`config.mk`:
```
export PLATFORM = sky130hd
export DESIGN_NAME = reg_dump_uart_tx
export DESIGN_NICKNAME = d
export VERILOG_FILES = /design/src/rtl/reg_dump_uart_tx.sv
export SDC_FILE = /design/constraint.sdc
export NUM_CORES = 1
export LEC_CHECK = 0
export BUFFER_PORTS_ARGS = -buffer_cell sky130_fd_sc_hd__clkbuf_2
export CORE_MARGIN = 2
export CORE_UTILIZATION = 30
export CTS_CLUSTER_DIAMETER = 200
export DETAILED_ROUTE_END_ITERATION = 10
export GPL_TIMING_DRIVEN = 0
export SETUP_SLACK_MARGIN = 0.5
export SYNTH_ARGS = -nofsm -noshare
export SYNTH_HDL_FRONTEND = slang
export SYNTH_SLANG_ARGS = --single-unit
```
`constraint.sdc`:
```
create_clock -name clk -period 2.15 [get_ports clk]
set_input_delay 0.1075 -clock clk [delete_from_list [all_inputs] [get_ports clk]]
set_output_delay 0.1075 -clock clk [all_outputs]
set_load 0.03 [all_outputs]
```
`src/rtl/reg_dump_uart_tx.sv`:
```
// Register-file dump engine: walks show_index over 0..NUM_REGS-1 and sends each
// captured 32-bit value as four 8N1 UART bytes, MSB byte first, on tx.
module reg_dump_uart_tx #(
  parameter int CLKS_PER_BIT = 16,
  parameter int NUM_REGS     = 32
) (
  input  logic        clk,
  input  logic        rst,
  input  logic        start,
  input  logic [31:0] Register_return,
  output logic [4:0]  show_index,
  output logic        tx,
  output logic        busy,
  output logic        done
);

  localparam int CW = (CLKS_PER_BIT > 1) ? $clog2(CLKS_PER_BIT) : 1;
  localparam logic [CW-1:0] LAST_CLK = CW'(CLKS_PER_BIT - 1);
  localparam logic [4:0]    LAST_IDX = 5'(NUM_REGS - 1);

  typedef enum logic [2:0] {
    S_IDLE, S_SELECT, S_CAPTURE, S_START, S_DATA, S_STOP, S_DONE
  } state_t;

  state_t        r_state;
  logic [31:0]   r_word;
  logic [6:0]    r_shift;
  logic [1:0]    r_byte_cnt;
  logic [2:0]    r_bit_cnt;
  logic [CW-1:0] r_clk_cnt;
  logic [4:0]    r_idx;
  logic          r_tx;
  logic          r_busy;
  logic          r_done;

  logic [7:0]    w_byte;
  logic          w_bit_end;

  always_comb begin
    w_byte = r_word[31:24];
    case (r_byte_cnt)
      2'd0:    w_byte = r_word[31:24];
      2'd1:    w_byte = r_word[23:16];
      2'd2:    w_byte = r_word[15:8];
      default: w_byte = r_word[7:0];
    endcase
  end

  assign w_bit_end = (r_clk_cnt == LAST_CLK);

  always_ff @(posedge clk or posedge rst) begin
    if (rst) begin
      r_state    <= S_IDLE;
      r_word     <= '0;
      r_shift    <= '0;
      r_byte_cnt <= '0;
      r_bit_cnt  <= '0;
      r_clk_cnt  <= '0;
      r_idx      <= '0;
      r_tx       <= 1'b1;
      r_busy     <= 1'b0;
      r_done     <= 1'b0;
    end else begin
      case (r_state)
        S_IDLE: begin
          r_done <= 1'b0;
          if (start) begin
            r_state <= S_SELECT;
            r_busy  <= 1'b1;
            r_idx   <= '0;
          end
        end
        S_SELECT: r_state <= S_CAPTURE;
        S_CAPTURE: begin
          r_word     <= Register_return;
          r_byte_cnt <= '0;
          r_clk_cnt  <= '0;
          r_tx       <= 1'b0;
          r_state    <= S_START;
        end
        S_START: begin
          if (w_bit_end) begin
            r_clk_cnt <= '0;
            r_bit_cnt <= '0;
            r_shift   <= w_byte[7:1];
            r_tx      <= w_byte[0];
            r_state   <= S_DATA;
          end else begin
            r_clk_cnt <= r_clk_cnt + CW'(1);
          end
        end
        S_DATA: begin
          if (w_bit_end) begin
            r_clk_cnt <= '0;
            if (r_bit_cnt == 3'd7) begin
              r_tx    <= 1'b1;
              r_state <= S_STOP;
            end else begin
              r_bit_cnt <= r_bit_cnt + 3'd1;
              r_tx      <= r_shift[0];
              r_shift   <= {1'b0, r_shift[6:1]};
            end
          end else begin
            r_clk_cnt <= r_clk_cnt + CW'(1);
          end
        end
        S_STOP: begin
          if (w_bit_end) begin
            r_clk_cnt <= '0;
            // Explicit compares end the walk; neither counter is allowed to wrap.
            if (r_byte_cnt != 2'd3) begin
              r_byte_cnt <= r_byte_cnt + 2'd1;
              r_tx       <= 1'b0;
              r_state    <= S_START;
            end else if (r_idx != LAST_IDX) begin
              r_idx   <= r_idx + 5'd1;
              r_state <= S_SELECT;
            end else begin
              r_idx   <= '0;
              r_busy  <= 1'b0;
              r_done  <= 1'b1;
              r_state <= S_DONE;
            end
          end else begin
            r_clk_cnt <= r_clk_cnt + CW'(1);
          end
        end
        S_DONE: begin
          r_done  <= 1'b0;
          r_state <= S_IDLE;
        end
        default: r_state <= S_IDLE;
      endcase
    end
  end

  assign show_index = r_idx;
  assign tx         = r_tx;
  assign busy       = r_busy;
  assign done       = r_done;

endmodule
```
After elaboration in Yosys (flattened, before gate mapping)
Cells that the tools add are included.
- flip-flop bits (word level): 59
- input bits: 35
- output and inout bits: 8
- $add $sub $neg: 4
- equality and inequality tests: 21
- multiplexer cells: 42
- reductions and logical operators: 17
- operators with widths (kind ; number):
    3-bit two-way mux ; 10
    8-bit case mux with 3 select lines ; 1
    7-bit two-way mux ; 3
    5-bit two-way mux ; 4
    2-bit inequality test, second input constant ; 10
    3-bit case mux with 6 select lines ; 1
    5-bit AND reduction ; 3
    7-bit case mux with 2 select lines ; 1
    3-bit == test, second input constant ; 4
    1-bit two-way mux ; 12
    4-bit AND reduction ; 3
    5-bit case mux with 2 select lines ; 1
    2-bit nonzero test ; 5
    4-bit case mux with 2 select lines ; 1
    3-bit by 2-bit == test with 1-bit output, second input constant ; 2
    3-bit case mux with 2 select lines ; 1
    5-bit by 1-bit adder with 5-bit output, second input constant ; 1
    5-bit inequality test, second input constant ; 1
    4-bit by 1-bit adder with 4-bit output, second input constant ; 1
    4-bit == test, second input constant ; 1
    2-bit two-way mux ; 2
    4-bit two-way mux ; 1
    1-bit case mux with 2 select lines ; 2
    1-bit case mux with 4 select lines ; 1
    other kinds (12) ; 12

Depth between registers and ports, before layout
- depth after elaboration: 5
- gate-level depth with buffers: 7

Least setup slack after synthesis
OpenSTA, ideal clock, no wires.
- path type: reg2reg
- start: register r_idx[0], in the netlist show_index[0]
- end: register r_state[0]
- library setup time: 0.090 ns
- arrival: 1.720 ns
- setup slack: 0.340 ns
- stages on the path, launching flop included: 7
- period minus slack after synthesis: 1.810 ns
- cells stage by stage: dfrtp_1 -> ha_1 -> and3_1 -> ha_1 -> a2111oi_0 -> nand2_1 -> o221ai_1
- word-level cells in the longest chain between the ends: 5
- RTL lines (what ; RTL line ; RTL):
    from (decl) ; 31 ; logic [4:0] r_idx;
    from (signal assigned) ; 116 ; r_idx <= r_idx + 5'd1;
    5-bit inequality test ; 115 ; end else if (r_idx != LAST_IDX) begin
    3-bit two-way mux ; 115 ;
    3-bit two-way mux ; 111 ; if (r_byte_cnt != 2'd3) begin
    3-bit two-way mux ; 108 ; if (w_bit_end) begin
    3-bit case mux with 6 select lines ; 64 ; case (r_state)
    to (signal assigned) ; 68 ; r_state <= S_SELECT;
    to (signal assigned) ; 114 ; r_state <= S_START;
    to (signal assigned) ; 117 ; r_state <= S_SELECT;
    to (decl) ; 25 ; state_t r_state;
Every way passes these cells. The select of a mux whose other input is x is not followed.
A chain may end at the register's enable or synchronous reset.

Worst setup path in the final report
- start: register r_byte_cnt[1]
- end: register r_shift[2]
- word-level cells in the longest chain between the ends: 4
- elaborated cells on any way between the ends: 6
- those cells by class: eq/ne (2); mux (3); reduce/logical (1)
- RTL lines (what ; RTL line ; RTL):
    from (decl) ; 28 ; logic [1:0] r_byte_cnt;
    from (signal assigned) ; 112 ; r_byte_cnt <= r_byte_cnt + 2'd1;
    2-bit == test, or another cell as far along ; 41 ; case (r_byte_cnt)
    8-bit case mux with 3 select lines * ; 41 ;
    7-bit two-way mux * ; 82 ; if (w_bit_end) begin
    7-bit case mux with 2 select lines * ; 64 ;
    to (signal assigned) ; 85 ; r_shift <= w_byte[7:1];
    to (signal assigned) ; 101 ; r_shift <= {1'b0, r_shift[6:1]};
    to (decl) ; 27 ; logic [6:0] r_shift;
Every way passes the cells marked *; elsewhere a longest branch is shown, timed or not. The select of a mux whose other input is x is not followed.

==> impl_metrics.env <==
export IMPL_hold_path_class="in2reg"
export IMPL_r2r_start="r_byte_cnt[1]"
export IMPL_pre_cts_slack_ps=272
export IMPL_netlist_area_sq_um=3010
export IMPL_cts_made_buffers=9
export IMPL_criticalPathCategory="reg2reg"
export IMPL_drc=0
export IMPL_timing_rr_end="r_shift[2]"
export IMPL_ant_nets=0
export IMPL_syn_inst=324
export IMPL_hold_path_depth=3
export IMPL_grt_max_degree=60
export IMPL_slew_violations=0
export IMPL_grtUsageTotal_pct=15.3
export IMPL_synth_edf_count=0
export IMPL_grt_pass1_vias=2722
export IMPL_clock_root_buffer="clkbuf_8"
export IMPL_hpwl_mm=5.15
export IMPL_rows=36
export IMPL_nNetsFinal=462
export IMPL_viasPerCell=4.86
export IMPL_clock_path_buffers=2
export IMPL_p_leak_nw=1.91
export IMPL_antenna_found_initial=0
export IMPL_synth_area_leaders="dfrtp_1 48%, nand2_1 13%, ha_1 4.2%"
export IMPL_die_area_sq_um=10800
export IMPL_yosys_area_top_type="dfrtp_1"
export IMPL_reg2reg_depth=7
export IMPL_finalCritPeriodShare_pct=78.0
export IMPL_use_met3_pct=2.38
export IMPL_clock_sinks=59
export IMPL_cts_tree="built"
export IMPL_ys_types=50
export IMPL_ys_flop_type="dfrtp_1"
export IMPL_ys_ff_latch=59
export IMPL_syn_to_final_growth_pct=39.7
export IMPL_htreeDepth=3
export IMPL_met2_usage_pct=24.9
export IMPL_finalHoldViolCount=0
export IMPL_finalSetupViolations=0
export IMPL_yosysSeqAreaShare_pct=49.1
export IMPL_met1_usage_pct=19.4
export IMPL_drtPass1Iterations=6
export IMPL_synth_avg_cell_area_sq_um=9.29
export IMPL_syn_nets=369
export IMPL_ys_async_sr_fraction_pct=100
export IMPL_vias=2696
export IMPL_grt_pass1_wl_mm=13.2
export IMPL_required_ps=2390
export IMPL_routed_wirelength_mm=7.84
export IMPL_ios=43
export IMPL_critPathMaxFanout=8
export IMPL_period_minus_slack_ps=1680
export IMPL_grt_overflow_total=0
export IMPL_critPathCaptureType="flop"
export IMPL_fin_tns_setup_ps=0
export IMPL_core_area_sq_um=9770
export IMPL_grt_busiest_layer="met2"
export IMPL_rsz0062_at_grt="true"
export IMPL_start_util_pct=30.8
export IMPL_final_setup_worst_slack_ps=472
export IMPL_n_antenna_cell=0
export IMPL_fp_dieW_microns=104
export IMPL_rrSetupSlack_ps=470
export IMPL_cp_data_arrival_time_ps=1920
export IMPL_worstMarginPinSlew_ps=853
export IMPL_drv_cap=0
export IMPL_ir_drop_uv=359
export IMPL_first_iter_violations=184
export IMPL_clkTransAtPathRegs_ps=70
export IMPL_hold_start="start"
export IMPL_totalPowerFinal_mw=2.53
export IMPL_portBuffers=42
export IMPL_drive_gt1_share_pct=29.4
export IMPL_die_h_microns=104
export IMPL_yosysWarnings=0
export IMPL_wl_per_cell_microns=14.1
export IMPL_worstSkewPairLatency_ps=350
export IMPL_fin_skew_ps=7.51
export IMPL_outcome="complete, no violations"
export IMPL_slew_headroom_pct=43.0
export IMPL_cp_start_kind="flop"
export IMPL_cellPowerDensity_nw_per_um2=603
export IMPL_fmax_ghz=0.596
export IMPL_gp_congestion=0.859
export IMPL_min_to="show_index[3]"
export IMPL_synth_top_cell_area_share_pct=48.2
==> kinds of logic (layout without fill, tap and decap cells) <==
logic type | Yosys count | after routing | synth area share (%)
compound gates | 67 | 67 | 17.0
fa+ha+maj | 10 | 10 | 4.16
buf+inv | 27 | 125 | 4.61
flops | 59 | 59 | 49.1
mux | 5 | 5 | 1.70
simple gates | 156 | 156 | 23.5
==> layout make-up <==
class,count,area (sq um)
clock buffer,10,138
sequential,59,1480
timing repair buffer,82,613
multi-input combinational,238,1530
tap,133,166
inverter,7,32.5
fill,932,5570
clock inverter,6,88.8
buffer,20,154
==> metal layers <==
metal | routed length, microns | vias up
met1 | 3530 | 1300
met4 | 240 | 0
met3 | 243 | 18
li1 | - | 1312
met2 | 3830 | 66
met5 | 0 | -
==> sequential cells by signal, summed over array words and instances (netlist names) <==
name / flops
busy: 1
done: 1
r_bit_cnt: 3
r_byte_cnt: 2
r_clk_cnt: 4
r_shift: 7
r_state: 3
r_word: 32
show_index: 5
tx: 1
==> Yosys cell counts, types with 5 or more instances <==
cell,count
a31oi_1,5
buf_2,12
inv_1,6
ha_1,10
and2_1,6
a222oi_1,7
o21ai_1,11
nor2b_1,6
dfrtp_1,58
nor2_1,14
nand2_1,105
a21oi_1,12
o221a_2,6
==> where the power goes <==
group	internal (mW)	switching [mW]	total, mW
Sequential	1.15	0.0288	1.18
Combinational	0.111	0.0867	0.197
Clock	0.683	0.470	1.15
Total	1.95	0.586	2.53
==> through the flow <==
stage | instances | util, % | hold slack, ps | cell area [sq um]
after global placement | 499 | 34.8 | 299 | 3400
after global routing | 555 | 43.0 | 204 | 4200
final | 555 | 43.0 | 181 | 4200
after floorplan | 324 | - | 207 | 3020
after CTS | 550 | 41.5 | 120 | 4050
after detailed placement | 499 | 34.8 | 302 | 3400
==> placed cells by master, fill, tap and decap left out, drive strengths merged, types with 2 or more instances in the layout <==
cell         netlist  routed
nor2              15      15
nor2b              6       6
clkinvlp           0       3
o22ai              3       3
buf               16      26
ha                10      10
nand3              5       5
dfrtp             58      58
clkbuf             4      53
inv                7       6
nand2            106     106
clkinv             0       2
bufinv             0       2
nor3               5       5
mux2i              4       4
o21ai             13      13
nand3b             2       2
o221a              6       6
a222oi             7       7
o2bb2ai            3       3
a21oi             13      13
and3               3       3
a311oi             3       3
a22o               3       3
a21o               2       2
dlygate4sd3        0      33
nand2b             2       2
nand4              3       3
and2               6       6
a31oi              5       5
==> worst max-delay path, stage by stage, from the launching register on <==
cell	delay, ps
dfrtp_1	420
inv_2	90
ha_4	170
buf_8	130
a222oi_1	370
and2_1	200
o21ai_1	60
o221a_2	130
==> what timing repair did <==
| action | 4_1_cts | 5_1_grt |
|---|---|---|
| hold buffers | 32 | 1 |
| setup buffers | 3 | 3 |
| pin swaps | 7 | 11 |
| setup endpoints to repair | 52 | 49 |
| endpoints found under the hold margin | 32 | 34 |
| resized for setup | 23 | 23 |
==> how the worst max path moves through the flow <==
stage	startpoint	endpoint	cells past startpoint
finish	r_byte_cnt[1]	r_shift[2]	7
global route	r_byte_cnt[0]	tx	7
CTS	r_byte_cnt[1]	tx	7
detailed placement	r_byte_cnt[0]	r_shift[3]	7
global placement	r_byte_cnt[0]	tx	7
floorplan	show_index[0]	r_state[0]	6
Power figures use the tool's default switching activity.
